===== src/rtl/router_pkg.sv =====
// Shared definitions for the router packet transmitter.
//   ADDR_W / LEN_W   : widths of the destination address and payload length
//   MAX_LEN          : largest payload a packet may carry
//   INVALID_ADDR     : reserved destination that is rejected at start
//   tx_state_t       : transmitter FSM encoding
//   make_header      : header byte layout {pay_len, dest_addr}
package router_pkg;

    localparam int ADDR_W    = 2;
    localparam int LEN_W     = 6;
    localparam int MAX_LEN   = 63;
    localparam int BUF_DEPTH = MAX_LEN + 1;
    localparam int PTR_W     = $clog2(BUF_DEPTH);

    localparam logic [ADDR_W-1:0] INVALID_ADDR = 2'b11;

    typedef enum logic [2:0] {
        ST_IDLE,
        ST_LOAD,
        ST_HEADER,
        ST_PAYLOAD,
        ST_PARITY,
        ST_GAP
    } tx_state_t;

    function automatic logic [7:0] make_header(input logic [LEN_W-1:0]  len,
                                               input logic [ADDR_W-1:0] addr);
        return {len, addr};
    endfunction

endpackage


===== src/rtl/router_tx_buffer.sv =====
// Payload staging buffer: 64 x 8 storage with independent write and read
// pointers. Both pointers return to zero on reset and on clr.
//   clk, resetn : clock, asynchronous active-low reset
//   clr         : synchronous pointer clear (new packet)
//   wr_en/wr_data : append one byte at wr_ptr
//   rd_en       : advance rd_ptr past the byte currently on rd_data
//   wr_ptr      : bytes written so far
//   rd_ptr      : index of the next byte to read
//   rd_data     : byte at rd_ptr (combinational read)
module router_tx_buffer
    import router_pkg::*;
(
    input  logic             clk,
    input  logic             resetn,
    input  logic             clr,
    input  logic             wr_en,
    input  logic [7:0]       wr_data,
    input  logic             rd_en,
    output logic [PTR_W-1:0] wr_ptr,
    output logic [PTR_W-1:0] rd_ptr,
    output logic [7:0]       rd_data
);

    logic [7:0] mem [BUF_DEPTH];

    // Storage carries no reset; only the pointers define which bytes are live.
    always_ff @(posedge clk) begin
        if (wr_en) begin
            mem[wr_ptr] <= wr_data;
        end
    end

    always_ff @(posedge clk or negedge resetn) begin
        if (!resetn) begin
            wr_ptr <= '0;
            rd_ptr <= '0;
        end else if (clr) begin
            wr_ptr <= '0;
            rd_ptr <= '0;
        end else begin
            if (wr_en) begin
                wr_ptr <= wr_ptr + PTR_W'(1);
            end
            if (rd_en) begin
                rd_ptr <= rd_ptr + PTR_W'(1);
            end
        end
    end

    assign rd_data = mem[rd_ptr];

endmodule


===== src/rtl/router_pkt_tx.sv =====
// Router packet transmitter. Buffers a payload from upstream, then sends
// header, payload and an XOR parity byte to the router, honouring busy.
//   clk, resetn          : clock, asynchronous active-low reset
//   start, dest_addr, pay_len : packet request (sampled in IDLE)
//   src_valid, src_data, src_ready : upstream payload handshake
//   busy                 : router stall, holds the current output byte
//   packet_valid, data_out : packet byte stream (valid low on parity)
//   tx_active            : FSM not idle
//   done                 : one-cycle pulse after parity consumed
//   cmd_err              : one-cycle pulse on a rejected start
//
// state      | meaning
// -----------+-------------------------------------------------
// ST_IDLE    | waiting for start
// ST_LOAD    | accepting pay_len bytes from upstream
// ST_HEADER  | header byte on data_out
// ST_PAYLOAD | payload byte on data_out
// ST_PARITY  | parity byte on data_out, packet_valid low
// ST_GAP     | done pulse, forced idle cycle between packets
module router_pkt_tx
    import router_pkg::*;
(
    input  logic              clk,
    input  logic              resetn,
    input  logic              start,
    input  logic [ADDR_W-1:0] dest_addr,
    input  logic [LEN_W-1:0]  pay_len,
    input  logic              src_valid,
    input  logic [7:0]        src_data,
    output logic              src_ready,
    input  logic              busy,
    output logic              packet_valid,
    output logic [7:0]        data_out,
    output logic              tx_active,
    output logic              done,
    output logic              cmd_err
);

    tx_state_t         state_q, state_d;
    logic [ADDR_W-1:0] addr_q, addr_d;
    logic [LEN_W-1:0]  len_q, len_d;
    logic [7:0]        parity_q, parity_d;
    logic [7:0]        data_q, data_d;
    logic              pv_q, pv_d;
    logic              done_q, done_d;
    logic              cmd_err_q, cmd_err_d;

    logic              buf_clr, buf_wr, buf_rd;
    logic [PTR_W-1:0]  wr_ptr, rd_ptr;
    logic [7:0]        rd_data;

    router_tx_buffer u_buf (
        .clk     (clk),
        .resetn  (resetn),
        .clr     (buf_clr),
        .wr_en   (buf_wr),
        .wr_data (src_data),
        .rd_en   (buf_rd),
        .wr_ptr  (wr_ptr),
        .rd_ptr  (rd_ptr),
        .rd_data (rd_data)
    );

    always_ff @(posedge clk or negedge resetn) begin
        if (!resetn) begin
            state_q   <= ST_IDLE;
            addr_q    <= '0;
            len_q     <= '0;
            parity_q  <= '0;
            data_q    <= '0;
            pv_q      <= 1'b0;
            done_q    <= 1'b0;
            cmd_err_q <= 1'b0;
        end else begin
            state_q   <= state_d;
            addr_q    <= addr_d;
            len_q     <= len_d;
            parity_q  <= parity_d;
            data_q    <= data_d;
            pv_q      <= pv_d;
            done_q    <= done_d;
            cmd_err_q <= cmd_err_d;
        end
    end

    always_comb begin
        state_d   = state_q;
        addr_d    = addr_q;
        len_d     = len_q;
        parity_d  = parity_q;
        data_d    = data_q;
        pv_d      = pv_q;
        done_d    = 1'b0;
        cmd_err_d = 1'b0;
        buf_clr   = 1'b0;
        buf_wr    = 1'b0;
        buf_rd    = 1'b0;
        src_ready = (state_q == ST_LOAD);

        case (state_q)
            ST_IDLE: begin
                if (start) begin
                    if (dest_addr != INVALID_ADDR && pay_len != '0) begin
                        addr_d   = dest_addr;
                        len_d    = pay_len;
                        parity_d = '0;
                        buf_clr  = 1'b1;
                        state_d  = ST_LOAD;
                    end else begin
                        cmd_err_d = 1'b1;
                    end
                end
            end
            ST_LOAD: begin
                if (src_valid) begin
                    buf_wr = 1'b1;
                    // wr_ptr still counts bytes before this one, so the last
                    // byte is the one arriving while wr_ptr == len - 1.
                    if (wr_ptr == len_q - LEN_W'(1)) begin
                        data_d   = make_header(len_q, addr_q);
                        parity_d = parity_q ^ make_header(len_q, addr_q);
                        pv_d     = 1'b1;
                        state_d  = ST_HEADER;
                    end
                end
            end
            ST_HEADER: begin
                if (!busy) begin
                    data_d   = rd_data;
                    parity_d = parity_q ^ rd_data;
                    buf_rd   = 1'b1;
                    state_d  = ST_PAYLOAD;
                end
            end
            ST_PAYLOAD: begin
                if (!busy) begin
                    // rd_ptr has moved past every byte already placed on
                    // data_out; reaching len means the payload is exhausted.
                    if (rd_ptr == len_q) begin
                        data_d  = parity_q;
                        pv_d    = 1'b0;
                        state_d = ST_PARITY;
                    end else begin
                        data_d   = rd_data;
                        parity_d = parity_q ^ rd_data;
                        buf_rd   = 1'b1;
                    end
                end
            end
            ST_PARITY: begin
                if (!busy) begin
                    data_d  = '0;
                    done_d  = 1'b1;
                    state_d = ST_GAP;
                end
            end
            ST_GAP: begin
                state_d = ST_IDLE;
            end
            default: begin
                state_d = ST_IDLE;
            end
        endcase
    end

    assign packet_valid = pv_q;
    assign data_out     = data_q;
    assign done         = done_q;
    assign cmd_err      = cmd_err_q;
    assign tx_active    = (state_q != ST_IDLE);

endmodule


===== config.mk =====
export PLATFORM = sky130hd
export DESIGN_NAME = router_pkt_tx
export DESIGN_NICKNAME = d
export VERILOG_FILES = /design/src/rtl/router_pkg.sv /design/src/rtl/router_tx_buffer.sv /design/src/rtl/router_pkt_tx.sv
export SDC_FILE = /design/constraint.sdc
export NUM_CORES = 1
export LEC_CHECK = 0
export BUFFER_PORTS_ARGS = -buffer_cell sky130_fd_sc_hd__buf_2
export CORE_ASPECT_RATIO = 0.6
export CORE_MARGIN = 2
export CORE_UTILIZATION = 50
export DETAILED_ROUTE_END_ITERATION = 12
export PLACE_DENSITY = 0.65
export SLEW_MARGIN = 10
export SYNTH_ARGS = -nofsm -noshare
export SYNTH_HDL_FRONTEND = slang
export SYNTH_SLANG_ARGS = --single-unit

===== constraint.sdc =====
create_clock -name clk -period 5.3 [get_ports clk]
set_clock_uncertainty 0.2 [all_clocks]
set_input_delay 0.265 -clock clk [delete_from_list [all_inputs] [get_ports clk]]
set_output_delay 0.265 -clock clk [all_outputs]
set_load 0.01 [all_outputs]

# Word level (Yosys, flattened, before mapping)
# Memories as Yosys holds them, arrays and structs flattened.
# Cells that the tools add are included.
dict set report totals {
  reg_bits 42
  latchBits 0
  ram_bits 512
  romBits 0
  inputBits 21
  out_inout_bits 13
  word_cells 94
  memories 1
}
# name words word_bits read_ports rd_clocked_by_memory_dff wr line
set memory_table {}
lappend memory_table {u_buf.mem 64 8 1 0 1 router_tx_buffer.sv:24} ;# logic [7:0] mem [BUF_DEPTH];
dict set report classes {
  addsub 3
  mul 0
  div_mod_pow 0
  order_cmp 0
  eq_ne 16
  shift 0
  n_mux 48
  bitwise_logic 2
  n_reduce_logical 14
}
# cell n
set ops {}
lappend ops {{8-bit 2-to-1 mux} 13}
lappend ops {{8-bit case mux with 4 select lines} 2}
lappend ops {{3-bit 2-to-1 mux} 8}
lappend ops {{6-bit 2-to-1 mux} 4}
lappend ops {{1-bit 2-to-1 mux} 18}
lappend ops {{2-bit != test, second input constant} 9}
lappend ops {{8-bit AND reduction} 2}
lappend ops {{8-bit bitwise XOR} 2}
lappend ops {{3-bit case mux with 5 select lines} 1}
lappend ops {{6-bit by 1-bit adder with 6-bit output, second input constant} 2}
lappend ops {{6-bit == test} 2}
lappend ops {{4-bit nonzero test} 2}
lappend ops {{3-bit by 2-bit == test with 1-bit output, second input constant} 2}
lappend ops {{6-bit AND reduction} 1}
lappend ops {{2-bit nonzero test} 3}
lappend ops {{6-bit nonzero test} 1}
lappend ops {{6-bit by 1-bit subtractor with 6-bit output, second input constant} 1}
lappend ops {{5-bit AND reduction} 1}
lappend ops {{1-bit case mux with 2 select lines} 2}
lappend ops {{3-bit by 1-bit == test with 1-bit output, second input constant} 1}
lappend ops {{3-bit == test, second input constant} 1}
lappend ops {{3-bit zero test} 1}
lappend ops {{3-bit AND reduction} 1}
lappend ops {{3-bit nonzero test} 1}
lappend ops {{2 further kinds} 2}

# Logic depth before layout (Yosys ltp)
dict set report depth {
  depth_word 6
  mapped_depth 11
  ltp_nobuf 9
}

# Modules after synthesis
# From an unflattened synthesis, not the netlist that was laid out.
dict set report unflattened {
  cells_unflattened 1255
  area_unflattened_um2 22643.0
}
# mod n_inst cells_per_inst area_per_inst_um2 seq_area_each_um2
set by_module_without_submodules {}
lappend by_module_without_submodules {router_tx_buffer 1 1054 20691.1 15675.0}
lappend by_module_without_submodules {router_pkt_tx 1 201 1951.9 750.7}

# Least setup slack after synthesis
# No wires, ideal clock.
dict set report synth_timing {
  path_kind {reg2reg}
  startpoint {register len_q[0]}
  endpoint {register data_q[0], in the netlist data_out[0]}
  setup_ns 0.123
  t_arrival_ns 2.274
  required_ns 4.977
  slack_ns 2.704
  stages_incl_launch_ff 11
  path_buffers 1
  period_less_slack_ns 2.596
  path_cell_list {dfrtp_1 > clkbuf_2 > inv_1 > ha_1 > and2_1 > o21a_1 > o31ai_2 > nand4_1 > a21oi_2 > nand3_1 > o221a_2}
}
dict set report synth_between {
  elab_chain_cells 4
  word_cells_on_any_way 8
  classes_between {1 x add/sub; 3 x eq/ne; 3 x mux; 1 x reduce/logical}
}
# element line
set synth_rtl {}
lappend synth_rtl {{start: declaration} router_pkt_tx.sv:41} ;# logic [LEN_W-1:0] len_q, len_d;
lappend synth_rtl {{start signal: assignment} router_pkt_tx.sv:77} ;# len_q <= len_d;
lappend synth_rtl {{6-bit by 1-bit subtractor with 6-bit output or 6-bit == test (tied branches)} {router_pkt_tx.sv:119, router_pkt_tx.sv:139}}
lappend synth_rtl {{6-bit == test or 8-bit 2-to-1 mux (tied branches)} {router_pkt_tx.sv:119, router_pkt_tx.sv:139}}
lappend synth_rtl {{2-bit by 1-bit != test with 1-bit output (no source line) or 8-bit 2-to-1 mux (tied branches)} n/a}
lappend synth_rtl {{6-bit AND reduction (no source line) or 8-bit case mux with 4 select lines (tied branches)} n/a}
lappend synth_rtl {{end signal: assignment} router_pkt_tx.sv:79} ;# data_q <= data_d;
lappend synth_rtl {{end: declaration} router_pkt_tx.sv:43} ;# logic [7:0] data_q, data_d;
# Parallel ways exist; a longest one is shown, timed or not. The select of a mux whose other input is x is not followed.
# A chain may end at the register's enable or synchronous reset.

# Worst setup path after layout
dict set report layout_timing {
  startpoint {register u_buf.rd_ptr[0]}
  endpoint {register parity_q[0]}
}
dict set report layout_between {
  elab_chain_cells 5
  word_cells_on_any_way 9
  classes_between {2 x eq/ne; 4 x mux; 1 x bitwise; 1 x reduce/logical; 1 x memory}
}
# element line
set layout_rtl {}
lappend layout_rtl {{start: declaration} router_tx_buffer.sv:20} ;# output logic [PTR_W-1:0] rd_ptr,
lappend layout_rtl {{start signal: assignment} router_tx_buffer.sv:45} ;# rd_ptr <= rd_ptr + PTR_W'(1);
lappend layout_rtl {{memory read 64 x 8 bit} n/a}
lappend layout_rtl {{8-bit bitwise XOR} {router_pkt_tx.sv:130, router_pkt_tx.sv:145}}
lappend layout_rtl {{8-bit 2-to-1 mux} router_pkt_tx.sv:139} ;# if (rd_ptr == len_q) begin
lappend layout_rtl {{8-bit 2-to-1 mux} router_pkt_tx.sv:136} ;# if (!busy) begin
lappend layout_rtl {{8-bit case mux with 4 select lines} router_pkt_tx.sv:100} ;# case (state_q)
lappend layout_rtl {{end signal: assignment} router_pkt_tx.sv:78} ;# parity_q <= parity_d;
lappend layout_rtl {{end: declaration} router_pkt_tx.sv:42} ;# logic [7:0] parity_q, parity_d;
# Parallel ways exist; a longest one is shown, timed or not. The select of a mux whose other input is x is not followed.

==> summary.md <==
| Metric | Value |
|---|---|
| # resized after CTS | `0` |
| Crit path cell chain | `buf_4 > xnor2_1 > nand2_1 > nor3_2 > a2111oi_0 > nand2_1 > o211ai_1 > o211ai_1` |
| Hold Path Class | `primary input to flip-flop` |
| Total of max-cap violations | `0` |
| GPL Wtd Cong | `0.876` |
| Post-synth top area share | `0.682` |
| Max Root-Sink Buffers | `3` |
| Sequential share of power | `0.421` |
| Hold path depth | `1` |
| Crit. End Element | `flip-flop` |
| Slew Viols, Final | `0` |
| Post-Syn Instances | `1239` |
| Run status | `finished clean` |
| Most frequent cell after synthesis | `edfxtp_1` |
| Die height | `169 um` |
| Hold Violations, Final | `0` |
| Most common flop cell mapped by yosys | `edfxtp_1` |
| Area contributors post-synth | `edfxtp_1, mux4_2, dfrtp_1` |
| Dpl cell area | `23200 sq um` |
| Inst Count DP | `1805` |
| Htree depth | `2` |
| Die area | `46900 sq um` |
| Leak pwr | `8.03 nW` |
| # clock sinks | `554` |
| RSZ-0062 raised after global routing | `no` |
| Drt total wl | `56.3 mm` |
| Post-route DRC | `0` |
| Fill cell count | `3398` |
| Input/output buffers | `33` |
| First-pass GRT wire length | `81.7 mm` |
| Final WS setup | `1.43 ns` |
| Leading area contributor after synthesis | `edfxtp_1` |
| Core ar. | `44700 sq um` |
| IR drop worst, VDD | `0.000349 V` |
| Fmax | `258 MHz` |
| Pint | `8.32 mW` |
| Design area | `24800 sq um` |
| WL per Instance | `29.5 um` |
| Worst slew pin tran | `1.19 ns` |
| Setup_tns | `0 ns` |
| Number of enable flip-flop cells after synthesis | `512` |
| Critical path required time | `5.55 ns` |
| Final total power | `12.4 mW` |
| Top post-synthesis cells by count | `edfxtp_1, nor2_1, mux2i_1` |
| Die W | `278 um` |
| Share of layout cells above drive strength 1 | `0.171` |
| Hold slack | `0.0541 ns` |
| Non-Filler Instances | `1907` |
| Cell row count | `60` |
| Period utilisation layout | `0.731` |
| Crit Path Max Fanout | `27` |
| CP max stage delay | `0.96 ns` |
| Switch Pwr | `4.10 mW` |
| Mean Syn Cell Area | `18.2 sq um` |
| CP Data Arrival Time | `4.12 ns` |
| Clock latency on the worst-skew pair | `0.58 ns` |
| Setup WS pre-CTS | `1.44 ns` |
| Switch share | `0.330` |
| Seq/Total Area, Yosys | `0.728` |
| Final core occ | `0.556` |
| Pwr dens | `501 nW/um^2` |
| Post-DP HPWL | `35.5 mm` |
| Vias | `12153` |
| Starting DRT DRC Count | `1646` |
| Total GRT Usage | `0.242` |
| DRT antenna net count | `0` |
| Clock power share | `0.282` |
| Clk root buf | `clkbuf_16` |
| Clock slew at reported path FFs | `0.07 ns` |
| Critical Path Start Type | `flip-flop` |
| Min cycle time layout | `3.87 ns` |
| Pin count of the biggest net entering global routing | `116` |
| Syn_nets | `1263` |
| Combinational power share | `0.297` |
| Clock tree from TritonCTS | `built` |
| Initial antenna violation count | `2` |
| Ant. Diodes | `0` |
| Vias per std cell | `6.37` |
| Slowest CP cell | `a2111oi_0` |
| Post-layout nets | `1303` |
| Slew HR | `0.205` |
| Vias in the first global route | `11478` |
| Type of the worst setup path | `flip-flop to flip-flop` |
| Cells on worst reg2reg path | `8` |
| #FFs+latches synth | `554` |
| Asr flop ratio synth | `0.0758` |
| Initial Util | `0.505` |
| Postcts setup bufs | `0` |
| Overflow after GRT | `0` |
| Ys Warns | `0` |
| Drt pass-1 iters | `8` |
| TritonCTS buffer count | `49` |
| # setup viols final | `0` |
| Synth-to-layout area growth | `10.1%` |
| Mapped Area | `22600 sq um` |
| Boundary Pins | `34` |
| Distinct cells, synth | `71` |
-- layer usage --
metal | up-vias | track usage | wire length [um]
met5 | - | 0 | 25
met4 | 4 | 0.0437 | 878
li1 | 5128 | - | -
met2 | 662 | 0.299 | 21800
met1 | 6271 | 0.397 | 26000
met3 | 88 | 0.0984 | 7630
-- power by group through the flow --
stage	Combinational [mW]	Sequential (mW)	Clock [mW]
final	3.69	5.23	3.50
after global routing	3.92	5.25	3.72
after floorplan	2.69	5.11	0
after CTS	3.63	5.23	3.54
after detailed placement	3.61	5.32	0
after global placement	3.60	5.31	0
-- repair_timing --
action,in CTS,in global routing
setup endpoints to repair,0,0
endpoints found under the hold margin,56,0
hold buffers,12,0
-- layout make-up --
type | instances | area (sq um) | share of cell area
Clock buffer | 63 | 1300 | 0.0523
Clock inverter | 27 | 244 | 0.00983
Inverter | 11 | 41.3 | 0.00166
Multi-Input combinational cell | 600 | 5620 | 0.226
Sequential cell | 554 | 16400 | 0.662
Tap cell | 589 | 737 | 0.0297
Timing Repair Buffer | 63 | 450 | 0.0181
-- registers in the layout, summed over array words and instances, names as in the netlist --
name / count
addr_q: 2
cmd_err: 1
data_out: 8
done: 1
len_q: 6
packet_valid: 1
parity_q: 8
state_q: 3
u_buf.mem: 512
u_buf.rd_ptr: 6
u_buf.wr_ptr: 6
-- worst max-delay path, delay by kind of cell, from the launching register on --
kind,cells,cell delay [ns]
DFF,1,0.72
and+or+nand+nor,3,0.80
AOI/OAI and AO/OA,3,1.36
xor gates and xnor gates,1,0.13
buffers and inverters,1,0.52
-- kinds of logic (layout without fill, tap and decap cells) --
group / Yosys count / count (layout) / synth area share
AOI/OAI and AO/OA: 196 / 196 / 0.0666
adders and majority gates: 3 / 3 / 0.00166
and+or+nand+nor: 199 / 199 / 0.0403
xor gates and xnor gates: 22 / 22 / 0.00854
muxes: 180 / 180 / 0.132
DFF: 554 / 554 / 0.728
buffers and inverters: 85 / 164 / 0.0228
-- layout by cell type, fill, tap and decap left out, types with 7 or more instances in the layout --
| cell type | instances |
|---|---|
| a211oi_1 | 19 |
| a21o_1 | 7 |
| a21oi_1 | 36 |
| a221o_1 | 11 |
| a221oi_1 | 11 |
| a22o_1 | 9 |
| a22oi_1 | 11 |
| buf_2 | 31 |
| buf_4 | 18 |
| clkbuf_1 | 12 |
| clkbuf_16 | 49 |
| clkinv_1 | 14 |
| dfrtp_1 | 40 |
| dlygate4sd3_1 | 12 |
| edfxtp_1 | 512 |
| inv_1 | 9 |
| mux2i_1 | 85 |
| mux4_1 | 11 |
| mux4_2 | 79 |
| nand2_1 | 34 |
| nand3_1 | 9 |
| nor2_1 | 106 |
| nor2b_1 | 7 |
| o21ai_0 | 13 |
| o221ai_1 | 23 |
| o22ai_1 | 16 |
| xnor2_1 | 14 |
| xor2_1 | 8 |
-- path summary, 6_finish.rpt --
path / slack, ns / to / from
setup / recovery: 1.43 / parity_q[0]$_DFFE_PN0P_ / u_buf.rd_ptr[0]$_DFFE_PN0P_
hold / removal: 0.05 / u_buf.mem[52][1]$_DFFE_PP_ / src_data[1]
setup reg to reg: 1.43 / parity_q[0]$_DFFE_PN0P_ / u_buf.rd_ptr[0]$_DFFE_PN0P_
hold reg to reg: 0.31 / packet_valid$_DFFE_PN0P_ / packet_valid$_DFFE_PN0P_
max in group asynchronous: 3.98 / u_buf.rd_ptr[0]$_DFFE_PN0P_ / resetn
min in group asynchronous: 0.20 / data_out[7]$_DFFE_PN0P_ / resetn
Note: power is estimated with default switching activity, not from simulation.
